<file path="src/rtl/bus_cycle_controller.sv">
// bus_cycle_controller: 68030 asynchronous bus-cycle terminator with a table of address regions
// Ports:
//   i_clk, i_rst            clock, synchronous active-high reset
//   i_ah / i_am / i_al      address bits 31:28, 19:16 (CPU-space type), 3:1 (IACK level)
//   i_fc                    function code
//   i_as_n                  address strobe
//   i_ext_dsack0/1_n        external acknowledge for size-11 regions and vectored IACK
//   o_cs_n                  registered region selects, active-low
//   o_iack_vec_n            acknowledge strobe to the vectoring device
//   o_dsack0_n/o_dsack1_n   data transfer acknowledge
//   o_avec_n                autovector request
//   o_berr_n                bus error (driven only when BERR_TIMEOUT_EN is defined)
// Optional: define BERR_TIMEOUT_EN to enable the TIMEOUT_CYCLES bus-error timeout.
module bus_cycle_controller #(
    parameter int NUM_REGIONS = 4,
    parameter int WS_WIDTH = 4,
    parameter logic [4*NUM_REGIONS-1:0] REGION_BASE = 16'hF80E,
    parameter logic [WS_WIDTH*NUM_REGIONS-1:0] REGION_WAIT = '0,
    parameter logic [2*NUM_REGIONS-1:0] REGION_SIZE = '0,
    parameter logic [6:0] VECTORED_LEVELS = 7'b0010000,
    parameter int TIMEOUT_CYCLES = 64
) (
    input  logic                   i_clk,
    input  logic                   i_rst,
    input  logic [3:0]             i_ah,
    input  logic [3:0]             i_am,
    input  logic [2:0]             i_al,
    input  logic [2:0]             i_fc,
    input  logic                   i_as_n,
    input  logic                   i_ext_dsack0_n,
    input  logic                   i_ext_dsack1_n,
    output logic [NUM_REGIONS-1:0] o_cs_n,
    output logic                   o_iack_vec_n,
    output logic                   o_dsack0_n,
    output logic                   o_dsack1_n,
    output logic                   o_avec_n,
    output logic                   o_berr_n
);
    typedef enum logic [1:0] {S_IDLE, S_WAIT, S_ACK, S_ERR} state_t;
    state_t r_state, w_next;
    logic [NUM_REGIONS-1:0] r_cs_n, w_cs_n, w_sel;
    logic [WS_WIDTH-1:0] r_cnt, w_cnt, w_wait;
    logic [1:0] r_size, w_size, w_rsize;
    logic r_none, w_none, w_hit;
    logic r_dsack0_n, r_dsack1_n, r_avec_n, r_iack_vec_n;
    logic w_dsack0_n, w_dsack1_n, w_avec_n, w_iack_vec_n;
    logic [7:0] w_vl;
    logic w_iack, w_vec;
    assign w_vl = {VECTORED_LEVELS, 1'b0};
    assign w_iack = (i_fc == 3'b111) && (i_am == 4'hF);
    assign w_vec = w_vl[i_al];
`ifdef BERR_TIMEOUT_EN
    localparam int TW = $clog2(TIMEOUT_CYCLES + 1);
    logic [TW-1:0] r_tcnt;
    logic r_berr_n, w_berr_n;
`endif
    // Descending scan so the lowest matching region is the one that sticks.
    always_comb begin
        w_hit = 1'b0;
        w_sel = '1;
        w_wait = '0;
        w_rsize = 2'b00;
        for (int i = NUM_REGIONS - 1; i >= 0; i--) begin
            if (REGION_BASE[4*i +: 4] == i_ah) begin
                w_hit = 1'b1;
                w_sel = ~(NUM_REGIONS'(1) << i);
                w_wait = REGION_WAIT[WS_WIDTH*i +: WS_WIDTH];
                w_rsize = REGION_SIZE[2*i +: 2];
            end
        end
    end
    always_comb begin
        w_next = r_state;
        w_cs_n = r_cs_n;
        w_dsack0_n = r_dsack0_n;
        w_dsack1_n = r_dsack1_n;
        w_avec_n = r_avec_n;
        w_iack_vec_n = r_iack_vec_n;
        w_cnt = r_cnt;
        w_size = r_size;
        w_none = r_none;
`ifdef BERR_TIMEOUT_EN
        w_berr_n = r_berr_n;
`endif
        case (r_state)
            S_IDLE: begin
                if (!i_as_n) begin
                    // Size 11 doubles as "external acknowledge" mode.
                    w_next = S_WAIT;
                    w_size = 2'b11;
                    w_none = 1'b1;
                    w_cnt = '0;
                    if (w_iack) begin
                        if (w_vec) begin
                            w_iack_vec_n = 1'b0;
                            w_none = 1'b0;
                        end else begin
                            w_avec_n = 1'b0;
                            w_next = S_ACK;
                        end
                    end else if (i_fc != 3'b111 && w_hit) begin
                        w_cs_n = w_sel;
                        w_cnt = w_wait;
                        w_size = w_rsize;
                        w_none = 1'b0;
                    end
                end
            end
            S_WAIT: begin
                if (r_none) begin
                    w_next = S_WAIT;
                end else if (r_size == 2'b11) begin
                    w_dsack0_n = i_ext_dsack0_n;
                    w_dsack1_n = i_ext_dsack1_n;
                    w_next = (!i_ext_dsack0_n || !i_ext_dsack1_n) ? S_ACK : S_WAIT;
                end else if (r_cnt == '0) begin
                    w_next = S_ACK;
                    w_dsack0_n = r_size == 2'b01;
                    w_dsack1_n = r_size == 2'b00;
                end else begin
                    w_cnt = r_cnt - 1'b1;
                end
`ifdef BERR_TIMEOUT_EN
                if (w_next == S_WAIT && r_tcnt == TW'(TIMEOUT_CYCLES)) begin
                    w_next = S_ERR;
                    w_berr_n = 1'b0;
                end
`endif
            end
            default: w_next = r_state;
        endcase
        // AS_n negation ends the cycle from any non-idle state, abort included.
        if (r_state != S_IDLE && i_as_n) begin
            w_next = S_IDLE;
            w_cs_n = '1;
            w_dsack0_n = 1'b1;
            w_dsack1_n = 1'b1;
            w_avec_n = 1'b1;
            w_iack_vec_n = 1'b1;
`ifdef BERR_TIMEOUT_EN
            w_berr_n = 1'b1;
`endif
        end
    end
    always_ff @(posedge i_clk) begin
        if (i_rst) begin
            r_state <= S_IDLE;
            r_cs_n <= '1;
            r_dsack0_n <= 1'b1;
            r_dsack1_n <= 1'b1;
            r_avec_n <= 1'b1;
            r_iack_vec_n <= 1'b1;
            r_cnt <= '0;
            r_size <= 2'b00;
            r_none <= 1'b0;
        end else begin
            r_state <= w_next;
            r_cs_n <= w_cs_n;
            r_dsack0_n <= w_dsack0_n;
            r_dsack1_n <= w_dsack1_n;
            r_avec_n <= w_avec_n;
            r_iack_vec_n <= w_iack_vec_n;
            r_cnt <= w_cnt;
            r_size <= w_size;
            r_none <= w_none;
        end
    end
`ifdef BERR_TIMEOUT_EN
    // Holds the number of edges since IDLE exit while the cycle is open.
    always_ff @(posedge i_clk) begin
        if (i_rst) begin
            r_tcnt <= '0;
            r_berr_n <= 1'b1;
        end else begin
            r_tcnt <= (r_state == S_IDLE) ? TW'(1) : r_tcnt + TW'(1);
            r_berr_n <= w_berr_n;
        end
    end
    assign o_berr_n = r_berr_n;
`else
    assign o_berr_n = 1'b1;
`endif
    assign o_cs_n = r_cs_n;
    assign o_iack_vec_n = r_iack_vec_n;
    assign o_dsack0_n = r_dsack0_n;
    assign o_dsack1_n = r_dsack1_n;
    assign o_avec_n = r_avec_n;
endmodule

</file>
<file path="config.mk">
export PLATFORM = sky130hd
export DESIGN_NAME = bus_cycle_controller
export DESIGN_NICKNAME = d
export VERILOG_FILES = /design/src/rtl/bus_cycle_controller.sv
export SDC_FILE = /design/constraint.sdc
export NUM_CORES = 1
export LEC_CHECK = 0
export ABC_AREA = 1
export BUFFER_PORTS_ARGS = -buffer_cell sky130_fd_sc_hd__buf_2
export CORE_MARGIN = 2
export CORE_UTILIZATION = 38
export DETAILED_ROUTE_END_ITERATION = 12
export GPL_ROUTABILITY_DRIVEN = 0
export PLACE_DENSITY_LB_ADDON = 0.05
export RECOVER_POWER = 100
export SETUP_SLACK_MARGIN = 0.15
export SYNTH_ARGS = -nofsm -noshare
export SYNTH_HDL_FRONTEND = slang
export SYNTH_SLANG_ARGS = --single-unit
</file>
<file path="constraint.sdc">
create_clock -name i_clk -period 1.5 [get_ports i_clk]
set_clock_uncertainty 0.1 [all_clocks]
set_input_delay 0 -clock i_clk [delete_from_list [all_inputs] [get_ports i_clk]]
set_output_delay 0 -clock i_clk [all_outputs]
set_load 0.01 [all_outputs]
</file>
Word level (Yosys, flattened, before mapping) --
Memory sizes are Yosys's and may differ from the RTL's. Index checks and enable logic that the tools add are counted.
Storage, ports and cells: register bits after elaboration 17, latch bits 0, bits in writable memories 0, memory bits (read-only) 8, input bits 19, word-level logic and storage cells 82, memories kept 1
Operators by class: add/subtract/negate cells 1, multipliers 0, divide/modulo/power cells 0, magnitude comparators 1, equal/unequal tests 14, shift operators 0, multiplexer cells 31, bitwise logic cells 4, reduce and logical (&&, ||, !) cells 21
Memory list:
- (name not given) | words 8, width 1, rd ports 1, clocked after Yosys merged registers in 0, wr ports 0, RTL line 51 | assign w_vec = w_vl[i_al];
Operators with widths (number):
- $mux W4 | 8
- $mux W2 | 9
- $eq A4 B4 Y1 const A | 3
- $mux W1 | 12
- $reduce_and A4 Y1 | 3
- $logic_not A4 Y1 | 2
- $ne A2 B2 Y1 const B | 4
- $pmux W4 S2 | 1
- $reduce_and A3 Y1 | 2
- $reduce_bool A2 Y1 | 3
- $reduce_and A5 Y1 | 1
- $eq A2 B1 Y1 const B | 2
- $eq A4 B4 Y1 const B | 1
- $logic_not A2 Y1 | 2
- $lt A3 B4 Y1 const B | 1
- $ne A4 B4 Y1 const B | 1
- $not A1 Y1 | 4
- $pmux W2 S2 | 1
- $sub A4 B1 Y4 const B | 1
- $eq A3 B3 Y1 const B | 1
- $logic_and A1 B1 Y1 | 3
- $ne A3 B3 Y1 const B | 1
- $eq A2 B2 Y1 const B | 1
- $logic_not A1 Y1 | 2
- other kinds (3) | 3

Logic depth before layout (Yosys ltp) --
Gate-level depths: netlist of run 1.
depth after elaboration 8, mapped depth 8, depth with buffers taken out 8

Least setup slack after synthesis of run 1 --
OpenSTA, ideal clock, no wires.
path type reg2reg, start reg r_cnt[0], end reg r_cnt[2], setup time 0.115 ns, data arrival time 1.017 ns, path slack 0.268 ns, cell stages (with the launch flop) 9, cells stage by stage dfxtp_1 inv_1 ha_1 nand2_1 nand3_2 nand2_2 nand3_1 nand2_1 nor2_1
On the way: cells in the longest elaborated chain, start to end 5, elaborated cells on any way between the ends 8, those cells by class 1 x add/sub; 1 x eq/ne; 4 x mux; 2 x reduce/logical
Ends and longest elaborated chain:
- start: declaration | RTL line 42 | logic [WS_WIDTH-1:0] r_cnt, w_cnt, w_wait;
- start signal: assignment | RTL line 163 | r_cnt <= w_cnt;
- $sub A4 B1 Y4 | RTL line 121 | w_cnt = r_cnt - 1'b1;
- $mux W4 | RTL line 116 | end else if (r_cnt == '0) begin
- $mux W4 | RTL line 112 | end else if (r_size == 2'b11) begin
- $mux W4 | RTL line 110 | if (r_none) begin
- $pmux W4 S2 | RTL line 85 | case (r_state)
Several ways; a longest one is shown, not always the timed one. The select of a mux whose other input is x is not followed. A chain may end at the register's enable or synchronous reset.

Final worst setup path of run 1 --
start reg r_state[0], end reg r_dsack1_n, in the netlist o_dsack1_n
On the way: cells in the longest elaborated chain, start to end 3, elaborated cells on any way between the ends 5, those cells by class 1 x eq/ne; 4 x reduce/logical
Ends and longest elaborated chain:
- start: declaration | RTL line 40 | state_t r_state, w_next;
- start signal: assignment | RTL line 157 | r_state <= w_next;
- $reduce_bool A2 Y1 | RTL line 133 | if (r_state != S_IDLE && i_as_n) begin
- $logic_and A1 B1 Y1 | RTL line 133
- $reduce_or A2 Y1 (no line)
- end signal: assignment | RTL line 160 | r_dsack1_n <= w_dsack1_n;
- end: declaration | RTL line 45 | logic r_dsack0_n, r_dsack1_n, r_avec_n, r_iack_vec_n;
Several ways; a longest one is shown, not always the timed one.

==> results of run 1 <==
## kinds of logic (layout without fill, tap and decap cells)
group / count (synthesis) / after routing / share of synthesized area
other cells: 1 / 1 / 0.00445
flops: 16 / 16 / 0.380
simple gates: 66 / 66 / 0.377
compound gates: 19 / 19 / 0.129
buf+inv: 17 / 56 / 0.0801
fa+ha+maj: 2 / 2 / 0.0297
## sequential cells by signal, summed over array words and instances (netlist names)
signal        cells
o_iack_vec_n      1
o_dsack0_n        1
o_avec_n          1
r_none            1
r_cnt             4
o_dsack1_n        1
r_size            1
r_state           2
o_cs_n            4
## metal layers
metal	part of all wire	up-vias	GRT usage
met2	0.48	20	0.273
met5	0	-	0
li1	-	469	-
met3	0.044	4	0.0409
met4	0.015	0	0.0901
met1	0.46	372	0.202
## per-stage QoR
stage	instances	total power (uW)	hold WS, ns
final	188	1020	0.0263
after global routing	188	1090	0.0744
after CTS	187	1010	0.0234
after detailed placement	175	705	0.0982
after global placement	175	704	0.0969
after floorplan	121	635	-0.0376
## worst min path at each step
stage	endpoint	slack, ns	depth (start not counted)
6_report	o_avec_n	0.03	6
5_1_grt	o_iack_vec_n	0.07	6
4_1_cts	o_avec_n	0.02	6
3_5_place_dp	r_cnt[3]	0.1	2
3_3_place_gp	r_cnt[3]	0.1	2
2_1_floorplan	r_cnt[3]	-0.04	1
## layout make-up
| cell class | count | area share |
|---|---|---|
| Timing Repair Buffer | 36 | 0.188 |
| Inverter | 16 | 0.0524 |
| Multi-Input combinational cell | 88 | 0.415 |
| Clock buffer | 4 | 0.0317 |
| Sequential cell | 16 | 0.283 |
| Tap cell | 28 | 0.0306 |
## power by group through the flow
stage	Combinational (uW)	Clock (uW)	Sequential, uW
floorplan	147	0	488
global placement	220	0	484
detailed placement	220	0	485
CTS	237	302	475
global route	286	322	483
finish	247	295	479
## cell usage after synthesis (2+ instances only)
cell type and number:
a21oi_1 7, dfxtp_1 16, ha_1 2, inv_1 14
inv_2 2, nand2_1 31, nand2_2 2, nand3_1 12
nor2_1 13, nor2_4 2, o211ai_1 2, o21ai_0 4
o21ai_1 3
## worst reg2reg max path, stage by stage (launching register included)
cell and delay [ns]:
dfxtp_1 0.43, nand2_2 0.13, nor2_4 0.16, clkbuf_4 0.15
nand2_1 0.08, nand2_1 0.07, o211ai_1 0.07
## what timing repair did
action / in CTS / in global routing
endpoints found under the hold margin: 13 / 0
setup endpoints to repair: 0 / 8
buffers inserted: 0 / 1
hold buffers: 8 / 0
resized for setup: 0 / 11
==> summary.txt, run 1 <==
Timing
  – Unrepaired setup endpoints after global routing: false
  – Final setup viols: 0
  – Max Freq: ~760 MHz
  – Crit share post-route: 0.873
  – Final Hold Viols: 0
  – Setup_tns: 0 ns
  – Final worst slack: between 0.15 and 0.2 ns
  – Fin crit period: 1.31 ns
  – Slew Limit Fails: 0

Clocking
  – Htree depth: 1
  – CTS tree: done
  – Clock Latency Late Sink: 0.29 ns
  – CTS Buffer Depth: 2
  – TritonCTS Sinks: 16
  – CTS Buf Count: 3
  – CTS clock-pin slew for the worst setup and hold paths: ~0.11 ns
  – Root Driver: clkbuf_4

Critical path
  – Critical path depth: 6
  – Critical path's top delay family: simple AND/OR/NAND/NOR gates
  – Critical Path AT: between 1 and 1.5 ns
  – CP endpoint: o_dsack1_n
  – Startpoint Class: register
  – WP data required: 1.57 ns
  – Max stage delay cell, worst path: dfxtp_1
  – CP Launch Point: r_state[0]
  – Most used cell, CP: nand2_1
  – R2R Path Start: r_state[0]
  – CP Max Fanout: 4
  – WP buf/inv: 1
  – CP cell instances: nand2_2, nor2_4, clkbuf_4, nand2_1, nand2_1, o211ai_1
  – Largest stage delay, worst path: between 0.4 and 0.5 ns
  – End of the worst register-to-register path: o_dsack1_n
  – CP Class: reg2reg
  – CP endpoint kind: register
  – R2R setup slack: around 0.19 ns
  – R2R cell count: 6

Route
  – Detailed-route via count: between 800 and 900
  – First-pass DRT Iterations: 4
  – Wirelength per Cell: around 10 um
  – Final WL: roughly 1.9 mm
  – Initial DRC count: 13
  – DRC Markers: 0
  – Post-DR vias/cell: 4.60
  – Post-route ant nets: 0

Floorplan
  – Core Region: approximately 0.0021 mm2
  – Die area: 0.00261 mm2
  – Chip width: between 50 and 60 um
  – Initial Util: 0.393
  – Row cnt: 17
  – Die H: around 50 um
  – Number of I/O pins: 28

Worst hold path
  – Hold Crit Start: i_am[0]
  – Hold Crit Class: in2reg

Layout
  – Layout area overhead: 35.9%
  – Ant. Diodes: 0
  – Final nets: 182
  – Final instance area: between 0.001 and 0.0015 mm2
  – Final core utilization: 0.533
  – Register area: between 300 and 400 um2
  – Fill cells: ~230
  – Layout cells sized above 1: 0.250
  – Most frequent cells in the layout: nand2_1, buf_2, inv_1, nor2_1, dfxtp_1
  – Multi-input gate area: 475 um2
  – Commonest non-fill, non-tap cell in the layout: nand2_1

Power
  – Lkg Pwr: between 0.0005 and 0.0006 uW
  – Worst IR Drop VDD: approximately 0.00057 V
  – Pwr dens: 891 mW/mm2
  – Sequential Power Share: 0.469
  – Sw Share: 0.307
  – Clock power frac: 0.289
  – Pint: a little over 700 uW
  – Comb pwr share: 0.242
  – Sw Pwr: ~310 uW

Place
  – Final HPWL from detailed placement: 1.42 mm
  – IO buf count: 26
  – Post-placement worst setup slack: between 0.15 and 0.2 ns
  – Dpl cell area: between 0.001 and 0.0015 mm2

Synthesis
  – Largest area contributor in the netlist: dfxtp_1
  – Mean Syn Cell Area: about 7 um2
  – Async set-reset flop share out of synthesis: 0
  – Synth area leaders: dfxtp_1, nand2_1, nand3_1
  – Top_reg_cell synth: dfxtp_1
  – Distinct cell type count of the synthesized netlist: 24
  – Mapped Area: ~840 um2
  – Register area share after synthesis: 0.380
  – #FFs+latches synth: 16
  – Cells after Synth: about 120
  – Ys Warns: 0
  – Post-synth EDFFs: 0
  – Top-area cell type share of the netlist area: 0.380
  – Synth Net Count: 142

Run
  – Max Cap Violations: 0

Global routing
  – GRT Total Usage: 0.168
  – Largest net degree at the start of global routing: 10
  – Vias in the first global route: 838
  – First-pass GRT wire length: about 3.3 mm
  – Remaining global-route overflow: 0
  – Initial antenna violation count: 0

Run status
  – Status: completed
(Power assumes the default switching activity.)
==> inputs of run 2 (changes only) <==
--- a/config.mk
+++ b/config.mk
@@ -7,8 +7,7 @@
 export LEC_CHECK = 0
 export ABC_AREA = 1
 export BUFFER_PORTS_ARGS = -buffer_cell sky130_fd_sc_hd__buf_2
-export CORE_MARGIN = 2
-export CORE_UTILIZATION = 38
+export CORE_UTILIZATION = 30
 export DETAILED_ROUTE_END_ITERATION = 12
 export GPL_ROUTABILITY_DRIVEN = 0
 export PLACE_DENSITY_LB_ADDON = 0.05
==> summary.txt, run 2 (synthesized netlist as in run 1, its figures left out) <==
Critical path
  – R2R setup slack: roughly 0.16 ns
  – CP endpoint: o_dsack1_n
  – R2R Path Start: r_state[1]
  – CP Max Fanout: 4
  – R2R cell count: 7
  – CP endpoint kind: register
  – Critical Path AT: roughly 1.4 ns
  – CP Class: reg2reg
  – WP data required: between 1.5 and 2 ns
  – End of the worst register-to-register path: o_dsack1_n
  – CP Launch Point: r_state[1]
  – Startpoint Class: register

Power
  – Sw Pwr: roughly 320 uW
  – Worst IR Drop VDD: 0.000453 V
  – Clock power frac: 0.293
  – Pint: around 710 uW
  – Comb pwr share: 0.242
  – Sequential Power Share: 0.465
  – Pwr dens: approximately 900 mW/mm2
  – Sw Share: 0.313
  – Lkg Pwr: 0.000532 uW

Global routing
  – Initial antenna violation count: 0
  – GRT Total Usage: 0.156
  – Largest net degree at the start of global routing: 10
  – Vias in the first global route: between 800 and 900
  – First-pass GRT wire length: between 3 and 4 mm
  – Remaining global-route overflow: 0

Floorplan
  – Die H: about 55 um
  – Initial Util: 0.328
  – Chip width: approximately 55 um
  – Number of I/O pins: 28
  – Die area: just over 0.003 mm2
  – Row cnt: 18
  – Core Region: approximately 0.0026 mm2

Timing
  – Final Hold Viols: 0
  – Fin crit period: approximately 1.3 ns
  – Final worst slack: around 0.16 ns
  – Crit share post-route: 0.890
  – Slew Limit Fails: 0
  – Final setup viols: 0
  – Unrepaired setup endpoints after global routing: true
  – Fin Hold WS: approximately 0.0034 ns
  – Max Freq: around 750 MHz
  – Setup_tns: 0 ns

Worst hold path
  – Hold Crit Class: in2reg
  – Worst Hold Path Cells: 6

Clocking
  – CTS clock-pin slew for the worst setup and hold paths: about 0.10 ns
  – CTS Buf Count: 3
  – Htree depth: 1
  – CTS Buffer Depth: 2
  – TritonCTS Sinks: 16
  – Root Driver: clkbuf_4
  – Clock Latency Late Sink: about 0.30 ns
  – CTS tree: done

Run status
  – Status: completed

Layout
  – Final nets: roughly 180
  – Layout cells sized above 1: 0.250
  – Layout area overhead: 36.2%
  – Ant. Diodes: 0
  – Final instance area: 0.00115 mm2
  – Commonest non-fill, non-tap cell in the layout: nand2_1
  – Most frequent cells in the layout: nand2_1, buf_2, inv_1, nor2_1, dfxtp_1

Run
  – Max Cap Violations: 0

Route
  – Detailed-route via count: slightly below 900
  – DRC Markers: 0
  – Initial DRC count: 14
  – Post-DR vias/cell: about 4.6
  – Final WL: around 2.0 mm
  – Post-route ant nets: 0
  – Wirelength per Cell: approximately 11 um
  – First-pass DRT Iterations: 5

Place
  – Final HPWL from detailed placement: about 1.5 mm
  – Dpl cell area: 0.00101 mm2
  – IO buf count: 26
  – Post-placement worst setup slack: approximately 0.15 ns
## run 2: worst min-delay path by stage
stage	from	end	slack, ns
floorplan	i_rst	r_cnt[3]	-0.04
global placement	i_rst	r_cnt[3]	0.10
detailed placement	i_rst	r_cnt[3]	0.09
CTS	i_am[3]	o_avec_n	0.004
global route	i_am[3]	o_avec_n	0.05
finish	i_am[3]	o_avec_n	0.003
## run 2: metal layers
layer,up-vias,part of all wire,track usage
met5,-,0,0
met4,0,0.018,0.0875
met3,4,0.039,0.0273
met1,379,0.44,0.171
met2,21,0.51,0.281
li1,470,-,-
## run 2: layout make-up
class	instances	area [um2]
tap	30	37.5
clock buffer	4	36.3
multi-input combinational	88	475
sequential	16	324
timing repair buffer	36	215
inverter	16	60.1
fill	284	1420
## run 2: worst max-delay path: stages, from the launching register on
cell	delay, ns
dfxtp_2	0.36
inv_2	0.06
nand2_1	0.15
nor2_4	0.19
buf_4	0.13
nand2_1	0.08
nand2_1	0.07
o211ai_1	0.09
## run 2: through the flow
step	instances	total power, uW	util
floorplan	121	635	-
global placement	177	706	0.394
detailed placement	177	707	0.394
CTS	189	1030	0.441
global route	190	1090	0.447
finish	190	1030	0.447
## run 2: repair_timing
action,CTS,global route
endpoints found under the setup margin,1,9
hold endpoints to repair,13,0
pin swaps,0,4
resized for setup,1,10
hold buffers,8,0
setup buffers,0,1
## run 2: power groups by stage
stage / Sequential, uW / Clock (uW) / Combinational [uW]
after floorplan: 488 / 0 / 147
after global placement: 484 / 0 / 221
after detailed placement: 485 / 0 / 223
after CTS: 475 / 310 / 242
after global routing: 483 / 322 / 285
final: 479 / 302 / 249
==> inputs of run 3 (changes only) <==
--- a/config.mk
+++ b/config.mk
@@ -10,6 +10,7 @@
 export CORE_UTILIZATION = 30
 export DETAILED_ROUTE_END_ITERATION = 12
 export GPL_ROUTABILITY_DRIVEN = 0
+export GPL_TIMING_DRIVEN = 0
 export PLACE_DENSITY_LB_ADDON = 0.05
 export RECOVER_POWER = 100
 export SETUP_SLACK_MARGIN = 0.15
==> summary.txt, run 3 (synthesized netlist as in run 1, its figures left out) <==
Floorplan
  – Core Region: between 0.002 and 0.003 mm2
  – Chip width: approximately 55 um
  – Die H: about 55 um
  – Initial Util: 0.328
  – Number of I/O pins: 28
  – Die area: slightly above 0.003 mm2
  – Row cnt: 18

Run
  – Max Cap Violations: 0

Global routing
  – Vias in the first global route: 843
  – Remaining global-route overflow: 0
  – Initial antenna violation count: 0
  – First-pass GRT wire length: ~3.4 mm
  – GRT Total Usage: 0.163
  – Largest net degree at the start of global routing: 9

Critical path
  – CP Class: reg2reg
  – Critical Path AT: about 1.4 ns
  – WP buf/inv: 1
  – Largest stage delay, worst path: 0.43 ns
  – R2R Path Start: r_state[0]
  – R2R cell count: 7
  – WP data required: around 1.6 ns
  – Startpoint Class: register
  – CP Max Fanout: 4
  – R2R setup slack: 0.17 ns
  – CP cell instances: nand2_2, nor2_4, nand3_4, nand2_1, inv_1, nand2_1, a21oi_1
  – CP endpoint kind: register
  – End of the worst register-to-register path: r_state[1]
  – Max stage delay cell, worst path: dfxtp_1
  – Critical path's top delay family: simple AND/OR/NAND/NOR gates
  – Most used cell, CP: nand2_1

Clocking
  – Root Driver: clkbuf_4
  – CTS Buf Count: 3
  – Post-CTS setup buffers: 0
  – Clock Latency Late Sink: around 0.28 ns
  – CTS tree: done
  – Htree depth: 1
  – TritonCTS Sinks: 16
  – CTS Buffer Depth: 2
  – CTS clock-pin slew for the worst setup and hold paths: around 0.090 ns

Layout
  – Multi-input gate area: approximately 480 um2
  – Commonest non-fill, non-tap cell in the layout: nand2_1
  – Fill cells: 295
  – Most frequent cells in the layout: nand2_1, buf_2, dfxtp_1
  – Final Non-Filler Cells: around 190
  – Layout area overhead: 34.0%
  – Register area: between 300 and 400 um2
  – Ant. Diodes: 0
  – Layout cells sized above 1: 0.241
  – Final nets: roughly 180

Worst hold path
  – Hold Path Sink: o_avec_n
  – Hold Crit Class: in2reg
  – Worst Hold Path Cells: 6
  – Hold Crit Start: i_am[0]

Power
  – Comb pwr share: 0.258
  – Pwr dens: around 850 mW/mm2
  – Worst IR Drop VDD: roughly 0.00047 V
  – Sw Share: 0.322
  – Sw Pwr: just over 300 uW
  – Lkg Pwr: 0.000521 uW
  – Clock power frac: 0.243
  – Sequential Power Share: 0.499
  – Pint: 651 uW

Timing
  – Final setup viols: 0
  – Final worst slack: 0.174 ns
  – Max Freq: between 700 and 800 MHz
  – Fin crit period: between 1 and 1.5 ns
  – Final Hold Viols: 0
  – Slew Limit Fails: 0
  – Unrepaired setup endpoints after global routing: true
  – Setup_tns: 0 ns
  – Crit share post-route: 0.884

Route
  – First-pass DRT Iterations: 4
  – Post-route ant nets: 0
  – Final WL: ~2.0 mm
  – Wirelength per Cell: approximately 11 um
  – Post-DR vias/cell: 4.61
  – DRC Markers: 0
  – Initial DRC count: 7
  – Detailed-route via count: a little under 900

Place
  – Dpl cells: 177
  – Final HPWL from detailed placement: ~1.5 mm
  – Post-placement worst setup slack: between 0.1 and 0.15 ns
  – IO buf count: 26

Run status
  – Status: completed
[run 3: what timing repair did]
item	4_1_cts	5_1_grt
hold buffers	8	0
hold endpoints to repair	13	0
pin swaps	2	2
gates resized for setup	3	9
cloned	0	0
endpoints found under the setup margin	6	13
[run 3: metal layers]
metal | up-vias | part of all wire | track usage
met2 | 11 | 0.52 | 0.291
met4 | 0 | 0.0065 | 0.0750
met3 | 2 | 0.021 | 0.0355
met1 | 388 | 0.46 | 0.183
met5 | - | 0 | 0
li1 | 465 | - | -
[run 3: layout make-up]
| cell class | count | area share |
|---|---|---|
| multi-input combinational | 88 | 0.424 |
| buffer | 1 | 0.00664 |
| tap | 30 | 0.0332 |
| inverter | 16 | 0.0532 |
| timing repair buffer | 34 | 0.177 |
| sequential | 16 | 0.286 |
| clock buffer | 3 | 0.0199 |
[run 3: metrics by stage]
stage                     total power [uW]   util  hold slack, ns  cell area, um2
after global routing                  1030  0.440          0.0622            1130
after global placement                 702  0.394          0.0972            1010
final                                  960  0.440          0.0199            1130
after CTS                              968  0.437         0.00853            1120
after detailed placement               707  0.394           0.106            1010
after floorplan                        635      -         -0.0376             843
[run 3: worst max-delay path by stage]
stage	startpoint	end	slack [ns]	cells after the start
after global placement	r_state[0]	o_dsack1_n	0.13	4
final	r_state[0]	r_state[1]	0.17	7
after CTS	r_state[0]	o_cs_n[1]	0.15	6
after global routing	r_state[0]	r_cnt[2]	0.08	7
after detailed placement	r_cnt[0]	r_cnt[2]	0.14	8
after floorplan	r_cnt[0]	r_cnt[2]	0.27	8
[run 3: tightest hold or removal path: stages]
cell and delay (ns):
buf_2 0.09, nand2_1 0.04, nor2_1 0.05, nand3_1 0.06, o21ai_0 0.07, nand2_1 0.05
[run 3: power by group through the flow]
| stage | logic [uW] | clock network [uW] | registers [uW] |
|---|---|---|---|
| 2_1_floorplan | 147 | 0 | 488 |
| 3_3_place_gp | 218 | 0 | 484 |
| 3_5_place_dp | 222 | 0 | 485 |
| 4_1_cts | 243 | 249 | 476 |
| 5_1_grt | 286 | 262 | 483 |
| 6_report | 248 | 233 | 479 |
